==> config.mk <==
export PLATFORM = sky130hd
export DESIGN_NAME = sim_run_ctrl
export DESIGN_NICKNAME = d
export VERILOG_FILES = /design/src/rtl/sim_run_ctrl.sv
export SDC_FILE = /design/constraint.sdc
export NUM_CORES = 1
export LEC_CHECK = 0
export ABC_AREA = 1
export BUFFER_PORTS_ARGS = -buffer_cell sky130_fd_sc_hd__buf_2
export CAP_MARGIN = 5
export CELL_PAD_IN_SITES_DETAIL_PLACEMENT = 1
export CELL_PAD_IN_SITES_GLOBAL_PLACEMENT = 2
export CORE_ASPECT_RATIO = 0.6
export CORE_UTILIZATION = 27
export CTS_CLUSTER_SIZE = 20
export DETAILED_ROUTE_END_ITERATION = 8
export PLACE_DENSITY_LB_ADDON = 0.1
export SYNTH_ARGS = -nofsm -noshare
export SYNTH_HDL_FRONTEND = slang
export SYNTH_SLANG_ARGS = --single-unit
export TNS_END_PERCENT = 5
==> constraint.sdc <==
create_clock -name clk -period 3.6 [get_ports clk]
set_input_delay 0.72 -clock clk [delete_from_list [all_inputs] [get_ports clk]]
set_output_delay 0.72 -clock clk [all_outputs]
set_load 0.02 [all_outputs]
==> src/rtl/sim_run_ctrl.sv <==
// Simulation run controller: counts cycles/retires, stops on halt/PC/cycle limit, then streams a state dump.
// Optional data-memory dump enabled by defining SIM_RUN_CTRL_MEMDUMP_EN.
module sim_run_ctrl #(
    parameter int CNT_W    = 32,
    parameter int NREG     = 32,
    parameter int DM_WORDS = 128,
    parameter int DM_AW    = 7
) (
    input  logic             clk,
    input  logic             rst,
    input  logic             retire,
    input  logic [31:0]      pc,
    input  logic             halt_req,
    input  logic [CNT_W-1:0] cfg_stop_cnt,
    input  logic [31:0]      cfg_stop_pc,
    input  logic             cfg_pc_en,
    output logic [4:0]       reg_sel,
    input  logic [31:0]      reg_data,
    output logic [DM_AW-1:0] dm_addr,
    input  logic [31:0]      dm_data,
    output logic             dump_valid,
    input  logic             dump_ready,
    output logic             dump_kind,
    output logic [15:0]      dump_idx,
    output logic [31:0]      dump_data,
    output logic             cpu_stall,
    output logic [CNT_W-1:0] cycle_cnt,
    output logic [CNT_W-1:0] retire_cnt,
    output logic [1:0]       stop_cause,
    output logic             done
);

    typedef enum logic [1:0] {RUN, DUMP_REG, DUMP_MEM, DONE} state_t;

    localparam logic [15:0]      REG_LAST = 16'(NREG - 1);
    localparam logic [15:0]      MEM_LAST = 16'(DM_WORDS - 1);
    localparam logic [CNT_W-1:0] CNT_MAX  = '1;

    state_t             state_q, state_d;
    logic [CNT_W-1:0]   cycle_cnt_q, cycle_cnt_d;
    logic [CNT_W-1:0]   retire_cnt_q, retire_cnt_d;
    logic [1:0]         stop_cause_q, stop_cause_d;
    logic               dump_valid_q, dump_valid_d;
    logic               dump_kind_q, dump_kind_d;
    logic [15:0]        dump_idx_q, dump_idx_d;
    logic [31:0]        dump_data_q, dump_data_d;
    logic               cpu_stall_q, cpu_stall_d;
    logic               done_q, done_d;

    logic [CNT_W-1:0]   cycle_inc;
    logic               pc_hit;
    logic               limit_hit;
    logic [31:0]        fetch_data;

    assign cycle_inc = cycle_cnt_q + CNT_W'(1);
    assign pc_hit    = retire && cfg_pc_en && (pc == cfg_stop_pc);
    assign limit_hit = (cfg_stop_cnt != '0) && (cycle_inc == cfg_stop_cnt);

    assign reg_sel = (state_q == DUMP_REG) ? dump_idx_q[4:0] : '0;

`ifdef SIM_RUN_CTRL_MEMDUMP_EN
    assign dm_addr = (state_q == DUMP_MEM) ? dump_idx_q[DM_AW-1:0] : '0;
`else
    logic unused_dm;
    assign unused_dm = ^dm_data;
    assign dm_addr   = '0;
`endif

    // Register entry 0 is the hard-wired zero register, so its read port is not trusted.
    always_comb begin
        fetch_data = (dump_idx_q == '0) ? '0 : reg_data;
`ifdef SIM_RUN_CTRL_MEMDUMP_EN
        if (state_q == DUMP_MEM) fetch_data = dm_data;
`endif
    end

    always_comb begin
        state_d      = state_q;
        cycle_cnt_d  = cycle_cnt_q;
        retire_cnt_d = retire_cnt_q;
        stop_cause_d = stop_cause_q;
        dump_valid_d = dump_valid_q;
        dump_kind_d  = dump_kind_q;
        dump_idx_d   = dump_idx_q;
        dump_data_d  = dump_data_q;

        unique case (state_q)
            RUN: begin
                if (cycle_cnt_q != CNT_MAX) cycle_cnt_d = cycle_inc;
                if (retire && retire_cnt_q != CNT_MAX) retire_cnt_d = retire_cnt_q + CNT_W'(1);
                if (halt_req || pc_hit || limit_hit) begin
                    state_d      = DUMP_REG;
                    stop_cause_d = halt_req ? 2'd1 : (pc_hit ? 2'd2 : 2'd3);
                    dump_valid_d = 1'b0;
                    dump_kind_d  = 1'b0;
                    dump_idx_d   = '0;
                end
            end
            DUMP_REG, DUMP_MEM: begin
                // dump_valid low marks the FETCH cycle; high is the HOLD phase.
                if (!dump_valid_q) begin
                    dump_valid_d = 1'b1;
                    dump_data_d  = fetch_data;
                end else if (dump_ready) begin
                    dump_valid_d = 1'b0;
                    if (state_q == DUMP_REG && dump_idx_q == REG_LAST) begin
`ifdef SIM_RUN_CTRL_MEMDUMP_EN
                        state_d     = DUMP_MEM;
                        dump_kind_d = 1'b1;
`else
                        state_d     = DONE;
`endif
                        dump_idx_d  = '0;
                    end else if (state_q == DUMP_MEM && dump_idx_q == MEM_LAST) begin
                        state_d = DONE;
                    end else begin
                        dump_idx_d = dump_idx_q + 16'd1;
                    end
                end
            end
            DONE: ;
            default: state_d = RUN;
        endcase

        cpu_stall_d = (state_d != RUN);
        done_d      = (state_d == DONE);
    end

    always_ff @(posedge clk) begin
        if (rst) begin
            state_q      <= RUN;
            cycle_cnt_q  <= '0;
            retire_cnt_q <= '0;
            stop_cause_q <= '0;
            dump_valid_q <= 1'b0;
            dump_kind_q  <= 1'b0;
            dump_idx_q   <= '0;
            dump_data_q  <= '0;
            cpu_stall_q  <= 1'b0;
            done_q       <= 1'b0;
        end else begin
            state_q      <= state_d;
            cycle_cnt_q  <= cycle_cnt_d;
            retire_cnt_q <= retire_cnt_d;
            stop_cause_q <= stop_cause_d;
            dump_valid_q <= dump_valid_d;
            dump_kind_q  <= dump_kind_d;
            dump_idx_q   <= dump_idx_d;
            dump_data_q  <= dump_data_d;
            cpu_stall_q  <= cpu_stall_d;
            done_q       <= done_d;
        end
    end

    assign cycle_cnt  = cycle_cnt_q;
    assign retire_cnt = retire_cnt_q;
    assign stop_cause = stop_cause_q;
    assign dump_valid = dump_valid_q;
    assign dump_kind  = dump_kind_q;
    assign dump_idx   = dump_idx_q;
    assign dump_data  = dump_data_q;
    assign cpu_stall  = cpu_stall_q;
    assign done       = done_q;

endmodule

==> results_dict.tcl <==
set metrics [dict create \
    start_kind "flip-flop" \
    min_path_type "flip-flop to flip-flop" \
    endpoint_kind "flip-flop" \
    rr_endpoint "dump_idx[3]" \
    cts_max_path_buffers 2 \
    area.growth.synth_to_final_pct 30.0 \
    vias 8834 \
    ys_warn_count 0 \
    status "finished with violations" \
    first_pass_iters 6 \
    fin_skew_ps 9.93 \
    portBuffers 255 \
    yosys.area.top_type "dfxtp_1" \
    grt_max_degree 65 \
    cp_cell_sequence "ha_1, nand3_1, nor2_1, nand3_1, nand2_1, nand3_1, nand2_1, nand2_1, nor2_1, nand3_1, nor2_1, nand3_1, nand3_2, nand2_4, inv_4, nand2_1, nand2_1, nor2_1" \
    maxCapViolCount 0 \
    routedWlPerCell_um 17.1 \
    yosys-top-cells-area "dfxtp_1 31%, nand2_1 16%, nor2_1 7.8%" \
    endpoint "dump_idx[3]" \
    crit_arrival_ps 3410 \
    fin_nets 1667 \
    cts-root-buf "clkbuf_16" \
    cp-startpoint "cycle_cnt[0]" \
    cts-hold-fix-buffers 0 \
    final_util 0.360 \
    yosysSeqAreaShare 0.310 \
    drcViolationCount 22 \
    cts.reportedPaths.clkPinSlew_ps 60 \
    post_cts_buffers 0 \
    ys_ff_latch 119 \
    worst-setup-path-type "flip-flop to flip-flop" \
    drt_iter0_drc 466 \
    grt_usage 0.222 \
    hold-worst-slack_ps 458 \
    io_pins 296 \
    worstMarginPinSlew_ps 619 \
    grt_pass1_wl_um 49600 \
    r2r_start "cycle_cnt[0]" \
    violations "DRC" \
    syn_inst 1237 \
    antenna_found_initial 2 \
    die_h_um 133 \
    start_util 0.277 \
    die_area_sq_mm 0.0291 \
    via_per_inst 4.72 \
    detail-route-antenna-nets 0 \
    yosysUniqueCellTypes 41 \
    htreeDepth 4 \
    fin_crit_ps 3080 \
    clock_sinks 119 \
    antennaDiodeCount 0 \
    avgSynthCellArea_sq_um 6.21 \
    drv_slew 0 \
    cts_tree "yes" \
    leakage_nw 4.80 \
    crit_path_max_incr_delay_ps 420 \
    rsz0062_at_grt "false" \
    synth_top_area_frac 0.310 \
    cts-buffers-inserted 17 \
    die_w_um 220 \
    cts_resized 0 \
    max-slew-margin-rel 0.587 \
    grt_pass1_vias 8644 \
    cp_data_required_time_ps 3930 \
    max_freq_ghz 0.324 \
    routabilityCongestion 0.894 \
    fp-row-count 47 \
    ir_drop_v 0.000209 \
    setup_tns_ps 0 \
    powerDensity_mw_per_mm2 434 \
    synth_area_sq_mm 0.00768 \
    coreArea_sq_mm 0.0278 \
    routed_wl_um 31900 \
    hold_viol_final 0 \
    drive_gt1_frac 0.227 \
    reg2regPathDepth 18 \
    crit_slowest_cell "dfxtp_1" \
    insertion_delay_ps 430 \
    grt_overflow 0 \
    ff2ff_setup_slack_ps 520 \
    finalSetupViolations 0 \
    post-route-period-util 0.856 \
    crit_path_max_fanout 18 \
    hpwlAfterDp_um 25400 \
]
-- Yosys cell counts --
master and count:
nand2_1 324, nor2_1 159, inv_1 138, dfxtp_1 119, o21ai_0 89, a21oi_1 81
nand3_1 79, clkbuf_1 31, nor3_1 27, nand4_1 25, a31oi_1 17, xor2_1 17
nand3b_1 15, a211oi_1 12, xnor2_1 11, nand2_2 9, buf_4 8, ha_1 8
nor2_2 7, nor3b_1 7, nor4_1 7, nor2_4 6, o21ai_1 5, o22ai_1 5
and3_1 3, nand2_4 3, nor2_8 3, o21a_1 3, a22o_1 2, buf_6 2
clkinv_1 2, inv_2 2, nand3_2 2, or2_2 2, a221oi_1 1, and2_1 1
buf_1 1, conb_1 1, inv_4 1, nand3b_4 1, o211ai_1 1
-- logic make-up (layout without fill, tap and decap cells) --
logic type                 Yosys count  in the layout  share of synthesized area
AOI/OAI and AO/OA                  216            216                      0.151
xor gates and xnor gates            28             28                     0.0319
adders and majority gates            8              8                     0.0130
buffers and inverters              185            446                     0.0966
DFF                                119            119                      0.310
other                                1              8                   0.000488
and+or+nand+nor                    680            680                      0.397
-- how the worst min path moves through the flow --
stage | start | to | slack (ps) | cells after the start
after CTS | stop_cause[1] | stop_cause[1] | 460 | 2
after global placement | stop_cause[1] | stop_cause[1] | 440 | 2
final | stop_cause[1] | stop_cause[1] | 460 | 2
after global routing | stop_cause[1] | stop_cause[1] | 500 | 2
after detailed placement | stop_cause[1] | stop_cause[1] | 450 | 2
after floorplan | state_q[1] | done | 490 | 2
-- state kept, by name, indices dropped and copies added, names as in the netlist --
register	flops
cpu_stall	1
cycle_cnt	32
done	1
dump_data	32
dump_idx	16
dump_valid	1
retire_cnt	32
state_q	2
stop_cause	2
-- stage by stage --
step	setup WS [ps]	instances	instance area, sq um	power, mW
2_1_floorplan	1170	1244	7710	2.18
4_1_cts	510	1872	9990	4.41
5_1_grt	127	1872	9990	4.58
3_3_place_gp	573	1841	9390	2.56
3_5_place_dp	538	1841	9390	2.58
6_report	517	1872	9990	4.33
-- per-layer routing --
| layer | wire [um] | global-route usage | part of all wire | up-vias |
|---|---|---|---|---|
| li1 | - | - | - | 4534 |
| met4 | 225 | 0.0437 | 0.0070 | 2 |
| met2 | 12300 | 0.300 | 0.39 | 174 |
| met5 | 14 | 0 | 0.00044 | - |
| met1 | 17800 | 0.345 | 0.56 | 4103 |
| met3 | 1580 | 0.0526 | 0.049 | 21 |
-- report_power, final --
part / switching, mW / total [mW] / leakage [nW] / internal, mW
sequential: 0.135 / 1.57 / 0.975 / 1.43
clock: 0.701 / 1.79 / 0.274 / 1.09
combinational: 0.646 / 0.980 / 3.55 / 0.335
total: 1.48 / 4.33 / 4.80 / 2.85
-- cell usage in the layout, fill, tap and decap left out, types with 5 or more instances in the layout --
master / synthesis / layout
nand2_1: 324 / 324
buf_2: 0 / 255
nor2_1: 159 / 158
inv_1: 138 / 138
dfxtp_1: 119 / 119
o21ai_0: 89 / 89
a21oi_1: 81 / 81
nand3_1: 79 / 79
nor3_1: 27 / 27
nand4_1: 25 / 25
a31oi_1: 17 / 17
xor2_1: 17 / 17
clkbuf_16: 0 / 17
buf_4: 8 / 16
nand3b_1: 15 / 15
a211oi_1: 12 / 12
xnor2_1: 11 / 11
nand2_2: 9 / 9
ha_1: 8 / 8
conb_1: 1 / 8
nor2_4: 6 / 7
nor2_2: 7 / 7
nor4_1: 7 / 7
nor3b_1: 7 / 7
clkinvlp_4: 0 / 6
o21ai_1: 5 / 5
o22ai_1: 5 / 5
-- cell type report --
type / instances / area [sq um]
Clock buffer: 17 / 425
Clock inverter: 14 / 175
Fill cell: 3675 / 17800
Inverter: 143 / 539
Multi-Input combinational cell: 940 / 4590
Sequential cell: 119 / 2380
Tap cell: 367 / 459
Timing Repair Buffer: 272 / 1420
-- critical path: cells and delay by family (launching register included) --
kind | cells | cell delay (ps)
flip-flops | 1 | 420
adder cells (fa/ha/maj) | 1 | 250
AND/OR/NAND/NOR | 16 | 2120
buffers and inverters | 1 | 200
Note: power is estimated with default switching activity, not from simulation.
